### config.mk
export PLATFORM = sky130hd
export DESIGN_NAME = regfile_wb_scheduler
export DESIGN_NICKNAME = d
export VERILOG_FILES = /design/src/rtl/rf_pkg.sv /design/src/rtl/rf_scoreboard.sv /design/src/rtl/regfile_wb_scheduler.sv
export SDC_FILE = /design/constraint.sdc
export NUM_CORES = 1
export LEC_CHECK = 0
export ABC_AREA = 1
export CORE_ASPECT_RATIO = 0.7
export CORE_MARGIN = 2
export CORE_UTILIZATION = 41
export DETAILED_ROUTE_END_ITERATION = 16
export MAX_ROUTING_LAYER = met4
export PLACE_DENSITY_LB_ADDON = 0.15
export SLEW_MARGIN = 10
export SYNTH_ARGS = -nofsm -noshare
export SYNTH_HDL_FRONTEND = slang
export SYNTH_HIERARCHICAL = 1
export SYNTH_SLANG_ARGS = --single-unit
### constraint.sdc
create_clock -name clk -period 1.2 [get_ports clk]
set_input_delay 0.18 -clock clk [delete_from_list [all_inputs] [get_ports clk]]
set_output_delay 0.18 -clock clk [all_outputs]
set_load 0.1 [all_outputs]
### src/rtl/rf_pkg.sv
// Shared types and defaults for the regfile writeback scheduler.
package rf_pkg;

  localparam int RF_ADDR_W = 5;
  localparam int RF_DATA_W = 32;

  typedef enum logic {
    WB_ALU = 1'b0,
    WB_MEM = 1'b1
  } wb_src_e;

  typedef logic [RF_ADDR_W-1:0] rf_index_t;

endpackage

### src/rtl/rf_scoreboard.sv
// Busy scoreboard for in-flight destination registers.
// It also gates issue and reports source-operand hazards.
module rf_scoreboard
  import rf_pkg::*;
#(
  parameter int ADDR_W = RF_ADDR_W
) (
  input  logic                   clk,
  input  logic                   reset,
  input  logic                   issue_valid,
  input  logic [ADDR_W-1:0]      issue_add,
  output logic                   issue_ready,
  input  logic                   clr_en,
  input  logic [ADDR_W-1:0]      clr_add,
  input  logic [ADDR_W-1:0]      r1_add,
  input  logic [ADDR_W-1:0]      r2_add,
  output logic                   hazard,
  output logic [(1<<ADDR_W)-1:0] busy
);

  localparam int NREG = 1 << ADDR_W;

  logic [NREG-1:0] r_busy;
  logic [NREG-1:0] w_set;
  logic [NREG-1:0] w_clr;

  assign issue_ready = !r_busy[issue_add];
  assign busy        = r_busy;

  // The write port lags the grant by a cycle, so a commit in progress is
  // still a hazard: the regfile's registered read returns the old value.
  assign hazard = r_busy[r1_add] | r_busy[r2_add] |
                  (clr_en & ((clr_add == r1_add) | (clr_add == r2_add)));

  // One-hot set and clear masks for this cycle.
  always_comb begin
    w_set = '0;
    w_clr = '0;
    if (issue_valid && issue_ready) begin
      w_set[issue_add] = 1'b1;
    end else begin
      w_set = '0;
    end
    if (clr_en) begin
      w_clr[clr_add] = 1'b1;
    end else begin
      w_clr = '0;
    end
  end

  // Busy vector update.
  always_ff @(posedge clk or negedge reset) begin
    if (!reset) begin
      r_busy <= '0;
    end else begin
      r_busy <= (r_busy | w_set) & ~w_clr;
    end
  end

endmodule

### src/rtl/regfile_wb_scheduler.sv
// Arbitrates the ALU and load writeback paths onto the single regfile write port.
// Define RF_MEM_PRIORITY_EN for fixed load priority; the default is round-robin.
module regfile_wb_scheduler
  import rf_pkg::*;
#(
  parameter int DATA_W   = RF_DATA_W,
  parameter int ADDR_W   = RF_ADDR_W,
  parameter int RF_ADD_W = 32
) (
  input  logic                   clk,
  input  logic                   reset,
  input  logic                   alu_valid,
  output logic                   alu_ready,
  input  logic [ADDR_W-1:0]      alu_add,
  input  logic [DATA_W-1:0]      alu_data,
  input  logic                   mem_valid,
  output logic                   mem_ready,
  input  logic [ADDR_W-1:0]      mem_add,
  input  logic [DATA_W-1:0]      mem_data,
  input  logic                   issue_valid,
  input  logic [ADDR_W-1:0]      issue_add,
  output logic                   issue_ready,
  input  logic [ADDR_W-1:0]      r1_add,
  input  logic [ADDR_W-1:0]      r2_add,
  output logic                   hazard,
  output logic [(1<<ADDR_W)-1:0] busy,
  output logic                   write_enable,
  output logic [RF_ADD_W-1:0]    write_add,
  output logic [DATA_W-1:0]      z5_output
);

  logic              w_alu_grant;
  logic              w_mem_grant;
  logic [ADDR_W-1:0] w_win_add;
  logic [DATA_W-1:0] w_win_data;

  logic              r_we;
  logic [ADDR_W-1:0] r_wadd;
  logic [DATA_W-1:0] r_wdata;

`ifdef RF_MEM_PRIORITY_EN
  // Loads always win a tie.
  always_comb begin
    w_mem_grant = mem_valid;
    w_alu_grant = alu_valid && !mem_valid;
  end
`else
  wb_src_e r_last_grant;

  // Round-robin: on a tie the source that did not win last time goes.
  always_comb begin
    w_alu_grant = alu_valid && (!mem_valid || (r_last_grant == WB_MEM));
    w_mem_grant = mem_valid && !w_alu_grant;
  end

  // Reset to MEM so the ALU wins the first tie.
  always_ff @(posedge clk or negedge reset) begin
    if (!reset) begin
      r_last_grant <= WB_MEM;
    end else if (w_alu_grant) begin
      r_last_grant <= WB_ALU;
    end else if (w_mem_grant) begin
      r_last_grant <= WB_MEM;
    end else begin
      r_last_grant <= r_last_grant;
    end
  end
`endif

  assign alu_ready = w_alu_grant;
  assign mem_ready = w_mem_grant;

  // Payload of the granted source.
  always_comb begin
    if (w_alu_grant) begin
      w_win_add  = alu_add;
      w_win_data = alu_data;
    end else begin
      w_win_add  = mem_add;
      w_win_data = mem_data;
    end
  end

  // Write port: address and data hold when nothing is granted.
  always_ff @(posedge clk or negedge reset) begin
    if (!reset) begin
      r_we    <= 1'b0;
      r_wadd  <= '0;
      r_wdata <= '0;
    end else begin
      r_we <= w_alu_grant || w_mem_grant;
      if (w_alu_grant || w_mem_grant) begin
        r_wadd  <= w_win_add;
        r_wdata <= w_win_data;
      end else begin
        r_wadd  <= r_wadd;
        r_wdata <= r_wdata;
      end
    end
  end

  assign write_enable = r_we;
  assign write_add    = {{(RF_ADD_W-ADDR_W){1'b0}}, r_wadd};
  assign z5_output    = r_wdata;

  rf_scoreboard #(
    .ADDR_W (ADDR_W)
  ) u_scoreboard (
    .clk         (clk),
    .reset       (reset),
    .issue_valid (issue_valid),
    .issue_add   (issue_add),
    .issue_ready (issue_ready),
    .clr_en      (r_we),
    .clr_add     (r_wadd),
    .r1_add      (r1_add),
    .r2_add      (r2_add),
    .hazard      (hazard),
    .busy        (busy)
  );

endmodule

Word-level counts from Yosys, hierarchy flattened
Cells that the tools add are included.
- bits in registers: 71
- bits of input ports: 94
- output and inout bits: 101
- word-level logic and storage cells: 47
- $lt $le $gt $ge: 6
- eq/ne operators: 2
- muxes and demuxes: 16
- bitwise logic cells: 7
- reductions and logical operators: 11
- operators with widths (operator ; number):
    $mux W32 ; 3
    $and A32 B32 Y32 ; 1
    $not A32 Y32 ; 1
    $or A32 B32 Y32 ; 1
    $lt A5 B6 Y1 const B ; 4
    $bmux W1 S5 ; 3
    $demux W1 S5 ; 2
    $eq A5 B5 Y1 ; 2
    $ge A5 B1 Y1 const B ; 2
    $mux W1 ; 7
    $logic_and A1 B1 Y1 ; 5
    $mux W5 ; 1
    $logic_not A1 Y1 ; 3
    $or A1 B1 Y1 ; 3
    $logic_or A1 B1 Y1 ; 2
    $reduce_bool A2 Y1 ; 1
    $and A1 B1 Y1 ; 1

Longest topological paths before layout
- depth after elaboration: 7
- mapped depth: 13
- depth with buffers taken out: 10

Hierarchy
The synthesis kept the hierarchy.
- modules (own cells, without submodules) (module ; instances ; cells an instance ; area an instance (sq um)):
    rf_scoreboard ; 1 ; 461 ; 2822.7
    regfile_wb_scheduler ; 1 ; 358 ; 2426.1

Worst setup path before layout
No wires, ideal clock.
- path type: reg2out
- from: register u_scoreboard.r_busy[22], in the netlist u_scoreboard/busy[22]
- to: output issue_ready
- data arrival time: 4.146 ns
- slack: -3.126 ns
- cell stages (with the launch flop): 8
- path through: dfrtp_1 > nand2_1 > nand2_1 > nand2_1 > nand2_1 > nand2_1 > nand2_1 > nor4_1
- cells in the longest elaborated chain, start to end: 3
- RTL lines (item ; RTL line ; RTL):
    from (decl) ; rf_scoreboard.sv:23 ; logic [NREG-1:0] r_busy;
    from (signal assigned) ; rf_scoreboard.sv:56 ; r_busy <= (r_busy | w_set) & ~w_clr;
    $bmux W1 S5 ; rf_scoreboard.sv:27 ; assign issue_ready = !r_busy[issue_add];
    $mux W1 (not written as such) ; rf_scoreboard.sv:27 ;
    $logic_not A1 Y1 ; rf_scoreboard.sv:27 ;
    to (decl) ; regfile_wb_scheduler.sv:22 ; output logic issue_ready,
Every way passes these cells. The select of a mux whose other input is x is not followed.

Final worst setup path
- from: register u_scoreboard.r_busy[28], in the netlist u_scoreboard/busy[28]
- to: output issue_ready
Same word-level chain as after synthesis.

==> insert_results.sql <==
INSERT INTO impl_metrics (metric_group, metric, value, unit) VALUES
('outcome', 'outcome', 'finished with violations', ''),
('outcome', 'violated_checks', 'negative setup slack', ''),
('route', 'detail_route.wirelength', '23.9', 'mm'),
('critical_path', 'worstPathArrival', '1.82', 'ns'),
('sta', 'rsz_0062_raised_after_global_routing', 'true', ''),
('synth', 'yosys_warning_count', '6', ''),
('layout', 'fin_util', '83.3', '%'),
('layout', 'areaGrowthSynthToFinish', '97.9', '%'),
('pwr', 'cellLeakagePower', '4.92', 'nW'),
('critical_path', 'cp_launch_type', 'register', ''),
('sta', 'timing.final.hold_violations', '0', ''),
('route', 'drt-wirelength-per-cell', '18.6', 'µm'),
('sta', 'timing.final.crit_period', '2.00', 'ns'),
('clock_network', 'h-tree-depth', '3', ''),
('clock_network', 'cts_num_sinks', '71', ''),
('global_route', 'grt_overflow', '0', ''),
('synth', 'synth-compound-area-share', '10.1', '%'),
('layout', 'finished_layout_cell_area', '0.0104', 'mm²'),
('synth', 'synthFlopType', 'dfrtp_1', ''),
('synth', 'synth-seq-area-share', '33.9', '%'),
('pwr', 'powerDensity', '2280', 'mW/mm²'),
('critical_path', 'delay_of_the_slowest_cell_on_the_worst_path', '0.47', 'ns'),
('clock_network', 'tritoncts', 'built', ''),
('clock_network', 'clk_path_buf_depth', '2', ''),
('synth', 'synth_enable_flop_cells', '0', ''),
('synth', 'postSynthCellCount', '819', ''),
('placed_design', 'placement.cell_area', '0.00879', 'mm²'),
('synth', 'synthMuxAreaShare', '0', '%'),
('clock_network', 'clock_tree.root_cell', 'clkbuf_16', ''),
('sta', 'final_hold_slack', '0.356', 'ns'),
('sta', 'max_freq', '501', 'MHz'),
('die', 'core_area', '0.0125', 'mm²'),
('global_route', 'grt_util_all_layers', '35.2', '%'),
('synth', 'area_share_of_fa_ha_maj_cells_after_synthesis', '0', '%'),
('clock_network', 'clkLatencyLatePin', '0.34', 'ns'),
('synth', 'combinational_family_with_the_most_area_after_synthesis', 'simple AND/OR/NAND/NOR gates', ''),
('synth', 'synth_xor_xnor_area_share', '0.834', '%'),
('die', 'floorplan.initialDensity', '42.1', '%'),
('sta', 'finalWorstSetupSlack', '-0.796', 'ns'),
('route', 'route.detailed.drc', '0', ''),
('global_route', 'number_of_antenna_violations_at_the_first_check_in_global_routing', '0', ''),
('critical_path', 'critical_path.endpoint_type', 'output pin', ''),
('job', 'cap_violations', '0', ''),
('placed_design', 'port-buffer-count', '167', ''),
('die', 'die_height', '98.7', 'µm'),
('pwr', 'peakVddDrop', '0.00264', 'V'),
('sta', 'setup_viol', '112', ''),
('placed_design', 'place.gp.congestion', '0.971', ''),
('layout', 'antenna_cells_inserted', '0', ''),
('layout', 'layout_cells_sized_above_1', '40.5', '%'),
('clock_network', 'worst_setup_hold_path_clk_slew', '0.06', 'ns'),
('synth', 'seq_cells_post_synth', '71', ''),
('critical_path', 'r2r.worst_path.cells', '12', ''),
('synth', 'synth_simple_gate_area_share', '38.4', '%'),
('layout', 'number_of_nets_in_the_layout', '1215', ''),
('route', 'post_drt_via_cell_ratio', '5.52', ''),
('route', 'first_pass_iters', '7', ''),
('sta', 'slew_viol_final', '0', ''),
('die', 'die_w', '139', 'µm'),
('sta', 'finalCritPeriodShare', '166', '%'),
('die', 'io-pin-count', '195', ''),
('route', 'dr_total_vias', '7108', ''),
('die', 'die_area', '0.0137', 'mm²'),
('synth', 'synthesis.area', '0.00525', 'mm²'),
('critical_path', 'path_cells', 'inv_1 > o21ai_0 > nand2_1 > nand2_2 > nand2_1 > nand2_2 > nor4_4 > buf_12', ''),
('die', 'rows', '34', ''),
('critical_path', 'worstPathRequired', '1.02', 'ns'),
('min_path', 'worstHoldPathType', 'in2async', ''),
('global_route', 'wire_length_of_the_first_global_routing_pass', '37.0', 'mm'),
('placed_design', 'detailed_place_hpwl', '15.2', 'mm'),
('pwr', 'post-layout-total-power', '0.0237', 'W'),
('critical_path', 'slowest_stage_cell_on_the_critical_path', 'dfrtp_4', ''),
('route', 'ant_nets', '0', ''),
('critical_path', 'worstPathMaxFanout', '2', ''),
('route', 'initial_drc_count', '855', ''),
('synth', 'synthArstFlopShare', '100', '%'),
('clock_network', 'tritoncts.num_buffers', '9', ''),
('global_route', 'vias_in_the_first_global_route', '6888', ''),
('layout', 'fillers', '758', ''),
('global_route', 'grt_max_degree', '37', ''),
('synth', 'synth.lib_cells_used.distinct', '31', ''),
('synth', 'post_synth.cell_area_avg', '6.41', 'µm²'),
('sta', 'fin_worst_skew', '0.0161', 'ns'),
('critical_path', 'critical_path_class', 'reg2out', '');
[flip-flops by register name, indices dropped and copies added (netlist names)]
register / flops
r_wadd: 5
z5_output: 32
write_enable: 1
u_scoreboard/busy: 32
r_last_grant: 1
[path summary, 6_finish.rpt]
check                                       from                   end  slack, ns
max                        u_scoreboard/busy[28]           issue_ready      -0.80
min reg2reg                        z5_output[11]         z5_output[11]       0.57
min in group clk                     mem_data[3]          z5_output[3]       0.46
min                                        reset         z5_output[13]       0.36
max in group asynchronous                  reset          r_last_grant       0.58
max reg2reg                 u_scoreboard/busy[0]  u_scoreboard/busy[1]      -0.62
[what timing repair did]
item,in CTS,in global routing
resized for setup,142,137
endpoints found under the hold margin,70,0
hold buffers,1,0
setup endpoints to repair,111,113
pin swaps,46,54
buffers inserted,37,25
cloned,11,2
[layout by cell type (no fill, tap or decap), drive strengths merged]
master,synthesis,routed
nand3,115,115
nor3,9,9
buf,65,245
clkdlybuf4s50,0,87
xnor2,2,2
dlygate4sd3,0,1
bufinv,0,1
dfstp,1,1
clkbuf,10,13
nand4,32,32
dlygate4sd2,0,5
nor2,85,85
clkinv,2,3
inv,97,98
nand3b,1,1
nand2,219,219
o22ai,2,2
a21oi,65,65
o21ai,38,38
clkinvlp,0,2
dfrtp,70,70
conb,1,27
nor3b,1,1
xor2,3,3
nor4,1,1
[routing by layer]
layer  track usage [%]  wire length [µm]  vias to the layer above
met4              11.3               643                        0
met2              52.1             10800                      505
met1              48.8              9730                     3334
met5                 -                 0                        -
li1                  -                 -                     3200
met3              6.66              2770                       69
[cells in the mapped netlist, types with 9 or more instances]
library cell	count	area, µm²
nand2_1	212	796
nand3_1	115	576
inv_1	94	353
nor2_1	83	312
dfrtp_1	70	1750
a21oi_1	65	325
o21ai_0	37	185
buf_4	36	270
nand4_1	32	200
buf_2	19	95.1
clkbuf_1	10	37.5
nor3_1	9	45.0
[power by group]
| part | switching [W] | total, W | internal, W | leakage, nW |
|---|---|---|---|---|
| Sequential | 0.00100 | 0.00444 | 0.00344 | 0.787 |
| Combinational | 0.00985 | 0.0165 | 0.00662 | 3.99 |
| Clock | 0.00110 | 0.00277 | 0.00167 | 0.142 |
| Total | 0.0120 | 0.0237 | 0.0117 | 4.92 |
[cells by family after synthesis]
logic type      Yosys count
other cells               1
compound gates          105
simple gates            463
xor+xnor                  5
buf+inv                 174
flops                    71
[cell type report]
cell class / count / area (µm²) / area share (%)
Timing Repair Buffer: 340 / 4310 / 41.5
Multi-Input combinational cell: 600 / 3260 / 31.4
Clock inverter: 5 / 58.8 / 0.566
Inverter: 99 / 418 / 4.02
Tap cell: 162 / 203 / 1.95
Sequential cell: 71 / 1890 / 18.2
Clock buffer: 11 / 243 / 2.34
[per-stage QoR]
step | setup TNS (ns) | cells | setup slack, ns
6_report | -32.27 | 1288 | -0.796
4_1_cts | -34.63 | 1290 | -0.813
5_1_grt | -37.60 | 1288 | -0.860
3_3_place_gp | -41.13 | 1234 | -0.888
2_1_floorplan | -15.74 | 845 | -1.12
3_5_place_dp | -42.51 | 1234 | -0.938
[critical path: cells and delay by family, from the launching register on]
| family | cells | cell delay, ns |
|---|---|---|
| buffers and inverters | 2 | 0.30 |
| AO/OA/AOI/OAI | 1 | 0.08 |
| flip-flops | 1 | 0.47 |
| AND/OR/NAND/NOR | 5 | 0.62 |
Power figures use the tool's default switching activity.
